File: config.mk
export PLATFORM = sky130hd
export DESIGN_NAME = instr_sequencer_flat
export DESIGN_NICKNAME = d
export VERILOG_FILES = /design/src/rtl/instr_sequencer_if.sv /design/src/rtl/instr_sequencer.sv /design/src/flat_wrapper.sv
export SDC_FILE = /design/constraint.sdc
export NUM_CORES = 1
export LEC_CHECK = 0
export ABC_AREA = 1
export CAP_MARGIN = 20
export CORE_MARGIN = 2
export CORE_UTILIZATION = 40
export CTS_BUF_LIST = sky130_fd_sc_hd__clkbuf_16
export DETAILED_ROUTE_END_ITERATION = 6
export GPL_TIMING_DRIVEN = 0
export HOLD_SLACK_MARGIN = 0.1
export PLACE_DENSITY = 0.81
export SYNTH_ARGS = -nofsm -noshare
export SYNTH_HDL_FRONTEND = slang
export SYNTH_SLANG_ARGS = --single-unit
File: constraint.sdc
create_clock -name clk -period 1.8 [get_ports clk]
set_clock_uncertainty 0.2 [all_clocks]
set_input_delay 0.36 -clock clk [delete_from_list [all_inputs] [get_ports clk]]
set_output_delay 0.36 -clock clk [all_outputs]
set_load 0.02 [all_outputs]
File: src/rtl/instr_sequencer_if.sv
// Instruction-sequencer bus: fetch handshake, decoded fields, ALU/regfile control and status.
// The sequencer connects through the master modport; memory, datapath and controller use slave.
interface instr_sequencer_if #(
    parameter int PC_W = 8
);
    logic            start;
    logic [PC_W-1:0] imem_addr;
    logic            imem_req;
    logic            imem_ack;
    logic [36:0]     imem_data;
    logic [3:0]      opcode;
    logic [15:0]     imm_data;
    logic [4:0]      dst_addr;
    logic [4:0]      src1_addr;
    logic [4:0]      src2_addr;
    logic            alu_start;
    logic            alu_done;
    logic            rf_we;
    logic            rf_wsel;
    logic            busy;
    logic            halted;
    logic [PC_W-1:0] pc;
    logic [15:0]     instr_count;

    modport master (
        input  start, imem_ack, imem_data, alu_done,
        output imem_addr, imem_req, opcode, imm_data, dst_addr, src1_addr, src2_addr,
               alu_start, rf_we, rf_wsel, busy, halted, pc, instr_count
    );

    modport slave (
        output start, imem_ack, imem_data, alu_done,
        input  imem_addr, imem_req, opcode, imm_data, dst_addr, src1_addr, src2_addr,
               alu_start, rf_we, rf_wsel, busy, halted, pc, instr_count
    );
endinterface

File: src/rtl/instr_sequencer.sv
// Fetch/decode/execute controller for the 37-bit instruction word.
// Optional SEQ_JUMP_EN makes opcode 4'hE an unconditional jump to imm_data.
module instr_sequencer #(
    parameter int              PC_W     = 8,
    parameter logic [PC_W-1:0] RESET_PC = '0,
    parameter logic [3:0]      HALT_OP  = 4'hF
) (
    input logic               clk,
    input logic               reset,
    instr_sequencer_if.master bus
);

    typedef enum logic [2:0] {
        S_IDLE,
        S_FETCH,
        S_DECODE,
        S_EXEC,
        S_RETIRE,
        S_HALT
    } state_t;

    state_t          r_state;
    state_t          w_nextState;
    logic [36:0]     r_ir;
    logic [PC_W-1:0] r_pc;
    logic [15:0]     r_count;
    logic            r_aluFirst;
    logic            r_wsel;
    logic            w_decWsel;
    logic            w_isJump;
    logic            w_li;
    logic            w_rw;
    logic [PC_W-1:0] w_nextPc;

    assign w_li = r_ir[16];
    assign w_rw = r_ir[15];

`ifdef SEQ_JUMP_EN
    assign w_isJump = (r_ir[20:17] == 4'hE);
    assign w_nextPc = w_isJump ? r_ir[21 +: PC_W] : r_pc + PC_W'(1);
`else
    assign w_isJump = 1'b0;
    assign w_nextPc = r_pc + PC_W'(1);
`endif

    always_comb begin
        w_nextState = r_state;
        w_decWsel   = r_wsel;
        case (r_state)
            S_IDLE:   if (bus.start) w_nextState = S_FETCH;
            S_FETCH:  if (bus.imem_ack) w_nextState = S_DECODE;
            S_DECODE: begin
                if (r_ir[20:17] == HALT_OP) begin
                    w_nextState = S_HALT;
                end else if (w_isJump) begin
                    w_nextState = S_RETIRE;
                    w_decWsel   = 1'b0;
                end else if (w_li) begin
                    w_nextState = S_RETIRE;
                    w_decWsel   = 1'b1;
                end else begin
                    w_nextState = S_EXEC;
                    w_decWsel   = 1'b0;
                end
            end
            S_EXEC:   if (bus.alu_done) w_nextState = S_RETIRE;
            S_RETIRE: w_nextState = S_FETCH;
            S_HALT:   w_nextState = S_HALT;
            default:  w_nextState = S_IDLE;
        endcase
    end

    // IR loads only on the ack cycle of FETCH, so stray acks elsewhere leave the fields untouched.
    always_ff @(posedge clk) begin
        if (reset) begin
            r_state    <= S_IDLE;
            r_ir       <= '0;
            r_pc       <= RESET_PC;
            r_count    <= '0;
            r_aluFirst <= 1'b0;
            r_wsel     <= 1'b0;
        end else begin
            r_state    <= w_nextState;
            r_aluFirst <= (r_state == S_DECODE) && (w_nextState == S_EXEC);
            if (r_state == S_FETCH && bus.imem_ack) r_ir <= bus.imem_data;
            if (r_state == S_DECODE) r_wsel <= w_decWsel;
            if (r_state == S_RETIRE) begin
                r_pc    <= w_nextPc;
                r_count <= r_count + 16'd1;
            end
        end
    end

    assign bus.imem_addr   = r_pc;
    assign bus.imem_req    = (r_state == S_FETCH);
    assign bus.imm_data    = r_ir[36:21];
    assign bus.opcode      = r_ir[20:17];
    assign bus.dst_addr    = r_ir[14:10];
    assign bus.src1_addr   = r_ir[9:5];
    assign bus.src2_addr   = r_ir[4:0];
    assign bus.alu_start   = (r_state == S_EXEC) && r_aluFirst;
    assign bus.rf_we       = (r_state == S_RETIRE) && (w_li || w_rw) && !w_isJump;
    assign bus.rf_wsel     = r_wsel;
    assign bus.busy        = (r_state == S_FETCH) || (r_state == S_DECODE) ||
                             (r_state == S_EXEC)  || (r_state == S_RETIRE);
    assign bus.halted      = (r_state == S_HALT);
    assign bus.pc          = r_pc;
    assign bus.instr_count = r_count;

endmodule

File: src/flat_wrapper.sv
// flat-port wrapper written by rule: the top's interface ports become plain ports
module instr_sequencer_flat 
#(
    parameter int              PC_W     = 8,
    parameter logic [PC_W-1:0] RESET_PC = '0,
    parameter logic [3:0]      HALT_OP  = 4'hF
)
  (clk, reset, bus_start, bus_imem_ack, bus_imem_data, bus_alu_done, bus_imem_addr, bus_imem_req, bus_opcode, bus_imm_data, bus_dst_addr, bus_src1_addr, bus_src2_addr, bus_alu_start, bus_rf_we, bus_rf_wsel, bus_busy, bus_halted, bus_pc, bus_instr_count);
  instr_sequencer_if #(.PC_W(PC_W)) bus_i ();
  input logic clk;
  input logic reset;
  input wire logic [$bits(bus_i.start)-1:0] bus_start;
  input wire logic [$bits(bus_i.imem_ack)-1:0] bus_imem_ack;
  input wire logic [$bits(bus_i.imem_data)-1:0] bus_imem_data;
  input wire logic [$bits(bus_i.alu_done)-1:0] bus_alu_done;
  output wire logic [$bits(bus_i.imem_addr)-1:0] bus_imem_addr;
  output wire logic [$bits(bus_i.imem_req)-1:0] bus_imem_req;
  output wire logic [$bits(bus_i.opcode)-1:0] bus_opcode;
  output wire logic [$bits(bus_i.imm_data)-1:0] bus_imm_data;
  output wire logic [$bits(bus_i.dst_addr)-1:0] bus_dst_addr;
  output wire logic [$bits(bus_i.src1_addr)-1:0] bus_src1_addr;
  output wire logic [$bits(bus_i.src2_addr)-1:0] bus_src2_addr;
  output wire logic [$bits(bus_i.alu_start)-1:0] bus_alu_start;
  output wire logic [$bits(bus_i.rf_we)-1:0] bus_rf_we;
  output wire logic [$bits(bus_i.rf_wsel)-1:0] bus_rf_wsel;
  output wire logic [$bits(bus_i.busy)-1:0] bus_busy;
  output wire logic [$bits(bus_i.halted)-1:0] bus_halted;
  output wire logic [$bits(bus_i.pc)-1:0] bus_pc;
  output wire logic [$bits(bus_i.instr_count)-1:0] bus_instr_count;
  assign bus_i.start = bus_start;
  assign bus_i.imem_ack = bus_imem_ack;
  assign bus_i.imem_data = bus_imem_data;
  assign bus_i.alu_done = bus_alu_done;
  assign bus_imem_addr = bus_i.imem_addr;
  assign bus_imem_req = bus_i.imem_req;
  assign bus_opcode = bus_i.opcode;
  assign bus_imm_data = bus_i.imm_data;
  assign bus_dst_addr = bus_i.dst_addr;
  assign bus_src1_addr = bus_i.src1_addr;
  assign bus_src2_addr = bus_i.src2_addr;
  assign bus_alu_start = bus_i.alu_start;
  assign bus_rf_we = bus_i.rf_we;
  assign bus_rf_wsel = bus_i.rf_wsel;
  assign bus_busy = bus_i.busy;
  assign bus_halted = bus_i.halted;
  assign bus_pc = bus_i.pc;
  assign bus_instr_count = bus_i.instr_count;
  instr_sequencer #(.PC_W(PC_W), .RESET_PC(RESET_PC), .HALT_OP(HALT_OP)) u_core (.clk(clk), .reset(reset), .bus(bus_i));
endmodule
Word-level counts from Yosys, hierarchy flattened
Index checks and enable logic that the tools add are counted.

Register bits after elaboration: 66. Input port bits: 42. Word-level logic and storage cells: 33.

Add/sub/neg operators: 2. Equality and inequality tests: 7. Muxes and demuxes: 7. Bitwise logic cells: 1. Reduce and logical (&&, ||, !) cells: 10.

Operators by type and width (count): 3-bit case mux with 6 select lines (1); 16-bit by 1-bit adder with 16-bit output, second input constant (1); 3-bit two-way mux (5); 3-bit by 2-bit == test with 1-bit output, second input constant (3); 8-bit by 1-bit adder with 8-bit output, second input constant (1); 3-bit == test, second input constant (2); 4-bit == test, second input constant (1); 1-bit logical AND (4); 1-bit logical OR (4); 3-bit by 1-bit == test with 1-bit output, second input constant (1); 3-bit logical NOT (1); 2-bit AND reduction (1); 1-bit two-way mux (1); 1-bit inverter (1).

Depth between registers and ports, before layout
Depth after elaboration: 5. Gate-level depth with buffers: 9.

Worst setup path before layout
OpenSTA, ideal clock, no wires.

Path type: register to register. Start: register u_core.r_count[0] (netlist: u_core.bus.instr_count[0]). End: register u_core.r_count[12] (netlist: u_core.bus.instr_count[12]). Arrival: 1.328 ns. Path slack: 0.159 ns. Stages on the path, launching flop included: 9. Path buffers: 0. Clock period less this slack: 1.641 ns. Cells stage by stage: dfxtp_1 ha_1 nand3_1 nor2_1 nand2_1 nor2_1 nand2_1 nand2_1 nor2_1.

Longest elaborated chain between the ends: 1.

Ends and longest elaborated chain: start, declared (RTL line instr_sequencer.sv:26) `logic [15:0] r_count;`; start signal, assigned (RTL line instr_sequencer.sv:89) `r_count <= r_count + 16'd1;`; 16-bit by 1-bit adder with 16-bit output (RTL line instr_sequencer.sv:89).

No other way between the ends. A chain may end at the register's enable or synchronous reset.

Final worst setup path
Start: register u_core.r_state[0]. End: output port bus_busy.

Longest elaborated chain between the ends: 4. Elaborated cells on any way between the ends: 7.

Ends and longest elaborated chain: start, declared (RTL line instr_sequencer.sv:22) `state_t r_state;`; start signal, assigned (RTL line instr_sequencer.sv:83) `r_state <= w_nextState;`; 3-bit by 1-bit == test with 1-bit output / 3-bit by 2-bit == test with 1-bit output (equally long branches) (RTL line instr_sequencer.sv:104) `assign bus.busy = (r_state == S_FETCH) || (r_state == S_DECODE) ||`; 1-bit logical OR (2 in a row) (RTL line instr_sequencer.sv:104); 1-bit logical OR (*) (RTL line instr_sequencer.sv:105) `(r_state == S_EXEC) || (r_state == S_RETIRE);`; end, declared (RTL line flat_wrapper.sv:26) `output wire logic [$bits(bus_i.busy)-1:0] bus_busy;`.

Mark *: on every way between the ends. The rest lies on a longest branch, timed or not.

==> flow_summary.yaml <==
clocking:
  h-tree-depth: 3
  numClockSinks: 66
  root_buffer: "clkbuf_16"
  cts_tree: "built"
  cts-buffers-inserted: 9
  ctsHoldBuffers: 0
  max-clock-path-buffers: 2
  clk-insertion-delay-late_ps: 320
  cts.reportedPaths.clkPinSlew_ps: 60
timing:
  maximum_clock_frequency_mhz: 526.0
  drv_slew: 0
  max_slew.worst_pin.slew_ps: 534.6
  setup_repair_after_global_routing_missed_its_margin: "true"
  tns_ps: -152.7
  timing.max_slew.rel_slack_pct: 64.36
  final.min_clock_period_ps: 1901
  hold_viol: 0
  setup_viol_count_final: 3
  post-route-worst-setup-slack_ps: -101.0
  period_share_pct: 105.6
placed_design:
  postPlaceCellArea_sq_um: 4263
  io_buffers: 114
  dp_hpwl_microns: 5807
  gpl.final_weighted_congestion: 0.8032
power:
  p_leak_nw: 2.221
  comb_power_share_pct: 15.9
  peakVddDrop_mv: 0.5198
  net-switching-power_mw: 1.057
  swShare_pct: 24.50
  power_density_nw_per_um2: 924.0
  power_report.internal_total_mw: 3.258
  share_clk_of_total_power_pct: 47.1
  p_seq_share_pct: 37.0
route:
  dr_total_vias: 2949
  first_pass_iters: 4
  drt_wl_total_microns: 7963
  detailed_route_wire_length_per_cell_microns: 12.54
  drc_errors_left: 0
  drt-initial-drc-count: 85
  postRouteAntennaNets: 0
  viasPerCell: 4.644
finish:
  n_antenna_cell: 0
  mostFrequentLayoutCell: "nor2_1"
  most-common-layout-cells: "101 x nor2_1, 68 x dlygate4sd2_1, 60 x dfxtp_1"
  layout-area-overhead-vs-synth_pct: 55.76
  drive_gt1_share_pct: 21.08
  number_of_nets_in_the_layout: 575
  finalInstanceArea_sq_um: 4669
critical_path:
  cp_slowest_cell: "dfxtp_2"
  critical_path.cell_chain: "buf_6 > nor2_4 > nand2_2 > buf_8 > nand4_1 > buf_4"
  arrival_ps: 1340
  endpoint_kind: "output pin"
  cpPeakStageDelay_ps: 320
  timing.setup.critical_path_class: "flip-flop to output pin"
  cp_num_buf_inv: 3
  gate_family_responsible_for_the_most_delay_along_the_worst_path: "buffers and inverters"
  cp_data_required_time_ps: 1240
  critical_path.max_fanout: 3
  cp-start-kind: "flip-flop"
floorplanning:
  row_count: 31
  die_area_sq_um: 8203
  coreArea_sq_um: 7253
  starting_density_of_the_core_pct: 41.33
  pin_count: 115
  floorplan.die.width_microns: 90.57
  die_h_microns: 90.57
global_routing:
  grt_util_all_layers_pct: 19.92
  grt_first_pass_wirelength_microns: 13350
  global_route.overflow_total: 0
  initial_antenna_violation_count: 0
  maximum_number_of_pins_on_one_net_before_global_route_repair: 14
  number_of_global_route_vias_before_repair: 2981
logic_synthesis:
  synth_edf_count: 0
  synth_cell_type_count: 30
  syn_area_per_cell_sq_um: 7.532
  ys_seq_area_share_pct: 44.07
  yosys_register_bits: 66
  predominant_post_synthesis_flop_cell: "dfxtp_1"
  synth_warnings: 0
  synth_area_sq_um: 2998
  synth-async-reset-ratio_pct: 0
  postSynthNetCount: 442
  syn_inst: 398
run_status:
  violations_in_the_final_reports: "negative setup slack"
  run_status: "complete, but fails checks"
min_path:
  hold_path.class: "flip-flop to flip-flop"
job:
  drv_cap: 0
## per-layer routing
layer | GRT usage [%] | wire, microns
met1 | 23.07 | 3385
met2 | 34.76 | 3938
met3 | 4.257 | 450
met4 | 9.615 | 189
met5 | 0 | 0
## through the flow
stage                     cells  utilization [%]  total power, mW  worst slack, ps  hold WS [ps]
after floorplan             398                -            2.018            159.3         237.1
after global placement      611            58.77            2.305           -466.4         251.6
after detailed placement    611            58.77            2.326           -543.9         259.2
after CTS                   631            63.12            4.334           -59.59         276.6
after global routing        635            64.38            4.489           -156.9         299.7
final                       635            64.38            4.314           -101.0         273.7
## final timing paths
path                      from                          to  slack [ps]  cells past startpoint
max          u_core.r_state[0]                    bus_busy        -100                      6
min            u_core.r_ir[18]             u_core.r_ir[18]         270                      2
max reg2reg  u_core.r_state[0]  u_core.bus.instr_count[12]          90                     11
min reg2reg    u_core.r_ir[18]             u_core.r_ir[18]         270                      2
## cell families (layout without fill, tap and decap cells)
| kind of cell | after synthesis | after routing | synth area share, % |
|---|---|---|---|
| XOR/XNOR | 3 | 3 | 0.8766 |
| flip-flops | 66 | 66 | 44.07 |
| adder cells (fa/ha/maj) | 2 | 2 | 0.8346 |
| AND/OR/NAND/NOR | 170 | 170 | 24.83 |
| AO/OA/AOI/OAI | 69 | 69 | 11.81 |
| buffers and inverters | 88 | 226 | 17.57 |
## power by group through the flow
| stage | registers [mW] | logic, mW | clock network (mW) |
|---|---|---|---|
| after floorplan | 1.62 | 0.401 | 0 |
| after global placement | 1.62 | 0.686 | 0 |
| after detailed placement | 1.62 | 0.702 | 0 |
| after CTS | 1.59 | 0.676 | 2.06 |
| after global routing | 1.60 | 0.748 | 2.14 |
| final | 1.60 | 0.688 | 2.03 |
## cell usage after synthesis, types with 4 or more instances
master / number / share of area (%)
nor2_2: 4 / 0.83
nand3_1: 14 / 2.3
nand4_1: 4 / 0.83
nand2_2: 4 / 0.83
dfxtp_1: 66 / 44
a21oi_1: 16 / 2.7
buf_6: 4 / 1.5
buf_4: 43 / 11
clkbuf_1: 9 / 1.1
inv_1: 28 / 3.5
o21ai_0: 49 / 8.2
nor2_1: 104 / 13
nand2_1: 29 / 3.6
## layout make-up
| type | count | area [sq um] |
|---|---|---|
| flip-flops and latches | 66 | 1331 |
| clock inverters | 7 | 125.1 |
| inverters | 30 | 122.6 |
| well taps | 99 | 123.9 |
| repair buffers | 123 | 1111 |
| clock buffers | 9 | 225.2 |
| plain buffers | 57 | 416.7 |
| fillers | 651 | 2584 |
| multi-input cells | 244 | 1214 |
## state kept, by name (all words and copies together), names as in the netlist
| name | cells |
|---|---|
| u_core.r_ir | 37 |
| u_core.bus.instr_count | 16 |
| u_core.bus.imem_addr | 8 |
| u_core.r_state | 3 |
| u_core.bus.rf_wsel | 1 |
| u_core.r_aluFirst | 1 |
## worst register-to-register path: stages, from the launching register on
cell,delay [ps]
dfxtp_2,320
buf_6,120
nor2_4,90
nand2_2,80
buf_8,130
buf_4,170
inv_6,100
nand2_1,90
nor2_1,130
nand2_1,60
nand2_1,60
nor2_1,40
## repair_timing
action,in CTS,in global routing
setup endpoints to repair,113,53
pin swaps,3,5
buffers inserted,5,4
resized for setup,103,24
gates cloned,0,0
Power figures use the tool's default switching activity.
